<file path="src/rtl/pipe_stage_buffer.sv">
// Generic pipeline stage register with valid/ready handshake, optional 2-entry skid, stall and flush.
// Optional macro PIPE_STAGE_PERF_EN adds saturating stall_cycles / bubble_cycles counters.
module pipe_stage_buffer #(
  parameter int WIDTH = 32,
  parameter int SKID  = 1,
  parameter int CNT_W = 32
) (
  input  logic             clk,
  input  logic             rst,
  input  logic             in_valid,
  output logic             in_ready,
  input  logic [WIDTH-1:0] in_data,
  output logic             out_valid,
  input  logic             out_ready,
  output logic [WIDTH-1:0] out_data,
  input  logic             stall,
  input  logic             flush,
  output logic [1:0]       occupancy
`ifdef PIPE_STAGE_PERF_EN
  ,
  output logic [CNT_W-1:0] stall_cycles,
  output logic [CNT_W-1:0] bubble_cycles
`endif
);

  logic             w_accept;
  logic             w_send;
  logic             w_clear;
  logic             w_rdy;
  logic             w_valid;
  logic [WIDTH-1:0] w_head;
  logic [1:0]       w_occ;

  if (CNT_W < 1) begin : g_bad_cnt_w
    $error("pipe_stage_buffer: CNT_W must be at least 1");
  end

  assign w_clear   = rst | flush;
  assign in_ready  = w_rdy & ~stall & ~rst;
  assign out_valid = w_valid & ~stall;
  assign out_data  = out_valid ? w_head : '0;
  assign occupancy = w_occ;
  assign w_accept  = in_valid & in_ready;
  assign w_send    = out_valid & out_ready;

  if (SKID != 0) begin : g_skid
    typedef enum logic [1:0] {ST_EMPTY, ST_ONE, ST_TWO} state_t;

    state_t           r_state;
    state_t           w_state_next;
    logic [WIDTH-1:0] r_head;
    logic [WIDTH-1:0] w_head_next;
    logic [WIDTH-1:0] r_skid;
    logic [WIDTH-1:0] w_skid_next;
    logic             r_rdy;

    always_comb begin
      w_state_next = r_state;
      w_head_next  = r_head;
      w_skid_next  = r_skid;
      case (r_state)
        ST_EMPTY: begin
          if (w_accept) begin
            w_state_next = ST_ONE;
            w_head_next  = in_data;
          end
        end
        ST_ONE: begin
          if (w_accept && !w_send) begin
            w_state_next = ST_TWO;
            w_skid_next  = in_data;
          end else if (w_send && !w_accept) begin
            w_state_next = ST_EMPTY;
            w_head_next  = '0;
          end else if (w_send && w_accept) begin
            w_head_next  = in_data;
          end
        end
        ST_TWO: begin
          if (w_send) begin
            w_state_next = ST_ONE;
            w_head_next  = r_skid;
            w_skid_next  = '0;
          end
        end
        default: begin
          w_state_next = ST_EMPTY;
          w_head_next  = '0;
          w_skid_next  = '0;
        end
      endcase
    end

    // Ready is registered from the next state so out_ready never reaches in_ready combinationally.
    always_ff @(posedge clk) begin
      if (w_clear) begin
        r_state <= ST_EMPTY;
        r_head  <= '0;
        r_skid  <= '0;
        r_rdy   <= 1'b1;
      end else begin
        r_state <= w_state_next;
        r_head  <= w_head_next;
        r_skid  <= w_skid_next;
        r_rdy   <= (w_state_next != ST_TWO);
      end
    end

    assign w_rdy   = r_rdy;
    assign w_valid = (r_state != ST_EMPTY);
    assign w_head  = r_head;
    assign w_occ   = (r_state == ST_TWO) ? 2'd2 : (r_state == ST_ONE) ? 2'd1 : 2'd0;
  end else begin : g_single
    logic             r_full;
    logic [WIDTH-1:0] r_head;

    always_ff @(posedge clk) begin
      if (w_clear) begin
        r_full <= 1'b0;
        r_head <= '0;
      end else if (w_accept) begin
        r_full <= 1'b1;
        r_head <= in_data;
      end else if (w_send) begin
        r_full <= 1'b0;
        r_head <= '0;
      end
    end

    assign w_rdy   = ~r_full | out_ready;
    assign w_valid = r_full;
    assign w_head  = r_head;
    assign w_occ   = {1'b0, r_full};
  end

`ifdef PIPE_STAGE_PERF_EN
  logic [CNT_W-1:0] r_stall_cnt;
  logic [CNT_W-1:0] r_bubble_cnt;

  // Counters survive flush; only reset clears them.
  always_ff @(posedge clk) begin
    if (rst) begin
      r_stall_cnt  <= '0;
      r_bubble_cnt <= '0;
    end else begin
      if (stall && (w_occ != 2'd0) && (r_stall_cnt != {CNT_W{1'b1}}))
        r_stall_cnt <= r_stall_cnt + CNT_W'(1);
      if (!out_valid && out_ready && !stall && (r_bubble_cnt != {CNT_W{1'b1}}))
        r_bubble_cnt <= r_bubble_cnt + CNT_W'(1);
    end
  end

  assign stall_cycles  = r_stall_cnt;
  assign bubble_cycles = r_bubble_cnt;
`endif

endmodule

</file>
<file path="config.mk">
export PLATFORM = sky130hd
export DESIGN_NAME = pipe_stage_buffer
export DESIGN_NICKNAME = d
export VERILOG_FILES = /design/src/rtl/pipe_stage_buffer.sv
export SDC_FILE = /design/constraint.sdc
export NUM_CORES = 1
export LEC_CHECK = 0
export BUFFER_PORTS_ARGS = -buffer_cell sky130_fd_sc_hd__buf_4
export CORE_UTILIZATION = 40
export CTS_CLUSTER_DIAMETER = 150
export DETAILED_ROUTE_END_ITERATION = 6
export GPL_TIMING_DRIVEN = 0
export PLACE_DENSITY = 0.71
export SLEW_MARGIN = 25
export SYNTH_ARGS = -nofsm -noshare
export SYNTH_HDL_FRONTEND = slang
export SYNTH_SLANG_ARGS = --single-unit
</file>
<file path="constraint.sdc">
create_clock -name clk -period 1.81 [get_ports clk]
set_input_delay 0.362 -clock clk [delete_from_list [all_inputs] [get_ports clk]]
set_output_delay 0.362 -clock clk [all_outputs]
set_load 0.01 [all_outputs]
</file>
## Word level (Yosys, flattened, before mapping)

Index checks and enable logic that the tools add are counted.

| storage, ports and cells | value |
|---|---|
| register bits after elaboration | 67 |
| input bits | 38 |
| output and inout port bits | 36 |

| cells by class | value |
|---|---|
| equal/unequal tests | 8 |
| multiplexer cells | 17 |
| bitwise gates (word level) | 9 |
| reductions and logical operators | 9 |

Operators by type and width:

| kind | number |
|---|---|
| 2-to-1 mux 32 bit | 8 |
| one-hot mux 32 bit (3 select lines) | 2 |
| 2-to-1 mux 2 bit | 5 |
| != test 2 bit (second input constant) | 5 |
| one-hot mux 2 bit (3 select lines) | 1 |
| bitwise AND 1 bit | 5 |
| AND reduction 4 bit | 1 |
| logical AND 1 bit | 3 |
| != test 3 bit (second input constant) | 1 |
| NOT 1 bit | 3 |
| AND reduction 3 bit | 1 |
| == test 2 x 1 -> 1 bit (second input constant) | 1 |
| == test 2 bit (second input constant) | 1 |
| zero test 1 bit | 2 |
| zero test 2 bit | 1 |
| nonzero test 2 bit | 1 |
| 2-to-1 mux 1 bit | 1 |
| OR 1 bit | 1 |

## Longest topological paths before layout

| logic depth | value |
|---|---|
| depth after elaboration | 10 |
| depth in mapped cells | 6 |

## Least setup slack after synthesis

Ideal clock, no wire load.

| path | value |
|---|---|
| path kind | reg2out |
| start | reg g_skid.r_state[1] |
| end | out out_data[22] |
| arrival | 1132 ps |
| path slack | 316 ps |
| cell stages (with the launch flop) | 5 |
| path through | dfxtp_1 nor2_1 nor2_1 clkbuf_1 and2_1 |

| between the ends | value |
|---|---|
| word-level cells in the longest chain between the ends | 3 |

Ends and longest elaborated chain:

| what | RTL line | RTL |
|---|---|---|
| from (decl) | 49 | `state_t r_state;` |
| from (signal assigned) | 102 | `r_state <= w_state_next;` |
| nonzero test 2 bit | 110 | `assign w_valid = (r_state != ST_EMPTY);` |
| bitwise AND 1 bit | 40 | `assign out_valid = w_valid & ~stall;` |
| net out_valid | 13 | `output logic out_valid,` |
| 2-to-1 mux 32 bit | 41 | `assign out_data = out_valid ? w_head : '0;` |
| to (decl) | 15 | `output logic [WIDTH-1:0] out_data,` |

The timed path passes the listed nets, and every way through them passes these cells.

## Worst setup path in the final report

| path | value |
|---|---|
| start | reg g_skid.r_state[1] |
| end | out out_data[22] |

| between the ends | value |
|---|---|
| word-level cells in the longest chain between the ends | 3 |

Ends and longest elaborated chain:

| what | RTL line |
|---|---|
| nonzero test 2 bit | 110 |
| bitwise AND 1 bit | 40 |
| 2-to-1 mux 32 bit | 41 |

Every way passes these cells.

==> results_dict.tcl <==
set metrics [dict create \
    drv_slew 0 \
    htree_levels 3 \
    finalWorstSetupSlack_ns -0.01626 \
    period_needed_ns 1.826 \
    fp.dieW_um 83.95 \
    grt_max_degree 11 \
    drtAntennaViolNets 0 \
    grt_usage_pct 19.17 \
    synth-adder-area-share_pct 0 \
    vdd_ir_drop_max_uv 415.7 \
    r2r_slack_ns 0.12 \
    dominantRegCellSynth "dfxtp_1" \
    fin_crit_sh_pct 100.9 \
    cp-end-kind "primary output" \
    status "complete, but fails checks" \
    grt_pass1_vias 2204 \
    syn_inst 246 \
    synth-compound-area-share_pct 31.16 \
    worstPathArrival_ns 1.46 \
    clockPowerShare_pct 41.2 \
    timing_hold_violations_final 0 \
    yosys.area_share.simple_pct 13.69 \
    synth_area_sq_um 2686 \
    drv_cap 0 \
    routedWlPerCell_um 15.27 \
    drt_pre_antenna_iters 6 \
    num_vias 2229 \
    pwr-share-seq_pct 51.8 \
    rsz0062_at_grt "yes" \
    fin_worst_skew_ns 0.007747 \
    min_path_type "input port to flip-flop" \
    clock-sinks 67 \
    synth.area.mux_share_pct 0 \
    clockBufferDepth 2 \
    maxSlewHeadroom_pct 70.81 \
    switching_share_pct 22.24 \
    p_int_mw 2.253 \
    diodes 0 \
    drc 4 \
    syn_avg_cell_area_sq_um 10.92 \
    area_growth_pct 40.24 \
    met3WireLength_um 309 \
    p_switching_mw 0.6445 \
    worstSetupPathType "flip-flop to primary output" \
    grt_pass1_wl_um 10410 \
    wl_met1_um 2881 \
    io_pins 74 \
    leakage_nw 1.935 \
    setup_viol 9 \
    yosys.cell_count.top_type "dfxtp_1" \
    worstReg2RegEnd "g_skid.r_skid[23]$_SDFFE_PP0P_" \
    reg2regPathDepth 6 \
    path_clk_slew_ns 0.07 \
    synth_area_leaders "dfxtp_1, a22o_1, a21o_1, and2_1, buf_6" \
    synth_top_area_cell "dfxtp_1" \
    ys_warn_count 0 \
    holdPathStages 2 \
    powerDensity_nw_per_um2 769.0 \
    ys_ff_latch 67 \
    drt_iter0_drc 82 \
    yosysSeqAreaShare_pct 49.93 \
    max_freq_ghz 0.5476 \
    crit_path_start_kind "flip-flop" \
    synth_edf_count 0 \
    async_flop_share_pct 0 \
    cts_tree "done" \
    dieArea_sq_um 7048 \
    critical_path_required_ns 1.45 \
    synth_cell_types 24 \
    comb_power_share_pct 7.0 \
    place.gp.congestion 0.8372 \
    core-area_sq_um 6422 \
    start_util_pct 41.83 \
    design_area_sq_um 3767 \
    placementRows 29 \
    synth-xor-area-share_pct 0 \
    synth_top_family_by_area "compound AO/OA/AOI/OAI gates" \
    viasPerCell 5.333 \
    final.fill_count 535 \
    hold_end "g_skid.r_skid[15]$_SDFFE_PP0P_" \
    synthTopCellsByCount "dfxtp_1, a22o_1, a21o_1, and2_1, buf_2" \
    violations "DRC, setup timing" \
    wl_um 6382 \
    wl_met2_um 2981 \
    tns_ns -0.06559 \
    synth_nets 284 \
    clk_latency_ns 0.34 \
    yosysTopAreaCellShare_pct 49.93 \
    dp_hpwl_um 4083 \
    min-delay-start "in_data[15]" \
    dpl_cell_area_sq_um 3331 \
    cts_root_buf "clkbuf_8" \
    nets 376 \
    port-buffer-count 73 \
    cp_max_fo 7 \
    die_h_um 83.95 \
    antenna_found_initial 0 \
    r2r_start "g_skid.r_state[1]$_SDFF_PP0_" \
    drive_gt1_share_pct 41.64 \
    worst_slew_pin_slew_ns 0.4345 \
    top_layer_used "met4" \
    cts-buffers-inserted 9 \
    overflow 0 \
]
-- power by group through the flow --
stage	clock network, mW	logic [mW]	registers (mW)
2_1_floorplan	0	0.0855	1.53
3_3_place_gp	0	0.188	1.53
3_5_place_dp	0	0.188	1.53
4_1_cts	1.21	0.200	1.50
5_1_grt	1.28	0.218	1.50
6_report	1.20	0.202	1.50
-- final cells by class --
class                           instances  area (sq um)  share of cell area, %
Multi-Input combinational cell        159          1274                  33.81
Inverter                                1         3.754                0.09963
Tap cell                               77         96.34                  2.557
Clock buffer                           11         141.4                  3.753
Timing Repair Buffer                   81         696.9                  18.50
Buffer                                 19         168.9                  4.484
Sequential cell                        67          1346                  35.74
Clock inverter                          3         40.04                  1.063
-- cells in the final DEF, fill, tap and decap left out, types with 5 or more instances in the layout --
| master | netlist | layout |
|---|---|---|
| dfxtp_1 | 67 | 65 |
| a22o_1 | 64 | 64 |
| and2_1 | 32 | 13 |
| buf_4 | 3 | 64 |
| and2_4 | 0 | 19 |
| buf_6 | 6 | 23 |
| clkbuf_8 | 0 | 13 |
| a21o_1 | 32 | 32 |
| buf_2 | 7 | 7 |
| nand2b_1 | 5 | 5 |
-- layer usage --
layer,track usage [%],up-vias
li1,-,1088
met1,22.79,1056
met2,31.22,67
met3,4.352,18
met4,12.07,0
met5,0,-
-- state kept, by name (all words and copies together), names as in the netlist --
signal / flops
g_skid.r_skid: 32
g_skid.r_head: 32
g_skid.r_state: 2
g_skid.r_rdy: 1
-- how the worst max path moves through the flow --
stage | startpoint | to | slack, ns | depth (start not counted)
floorplan | g_skid.r_state[1]$_SDFF_PP0_ | out_data[22] | 0.32 | 4
global placement | stall | out_data[25] | -0.16 | 5
CTS | g_skid.r_state[0]$_SDFF_PP0_ | out_data[7] | 0.004 | 6
finish | g_skid.r_state[1]$_SDFF_PP0_ | out_data[22] | -0.02 | 6
detailed placement | stall | out_data[25] | -0.20 | 5
global route | g_skid.r_state[1]$_SDFF_PP0_ | out_data[22] | -0.05 | 6
-- cells by family after synthesis --
| family | count (synthesis) |
|---|---|
| DFF | 67 |
| buffers and inverters | 20 |
| and+or+nand+nor | 57 |
| AOI/OAI and AO/OA | 102 |
-- stage by stage --
stage	cells	setup slack (ns)	power [mW]	utilization, %	hold WS (ns)
final	418	-0.01626	2.897	58.66	0.2324
after global routing	418	-0.04823	3.000	58.66	0.2257
after CTS	418	0.004371	2.913	56.87	0.2227
after detailed placement	396	-0.2045	1.722	51.86	0.4304
after global placement	396	-0.1634	1.720	51.86	0.4236
after floorplan	246	0.3156	1.617	-	0.4174
-- worst max-delay path, stage by stage, from the launching register on --
cell	delay (ns)
dfxtp_4	0.36
nor2_4	0.14
nor2_4	0.05
buf_12	0.14
clkbuf_8	0.14
and2_1	0.15
buf_4	0.14
-- what timing repair did --
item / in CTS / in global routing
pin swaps: 2 / 12
hold buffers: 0 / 0
resized for setup: 20 / 37
buffers inserted: 6 / 1
cloned: 2 / 0
endpoints found under the setup margin: 33 / 52
No activity file was read; power rests on OpenSTA's default activity.
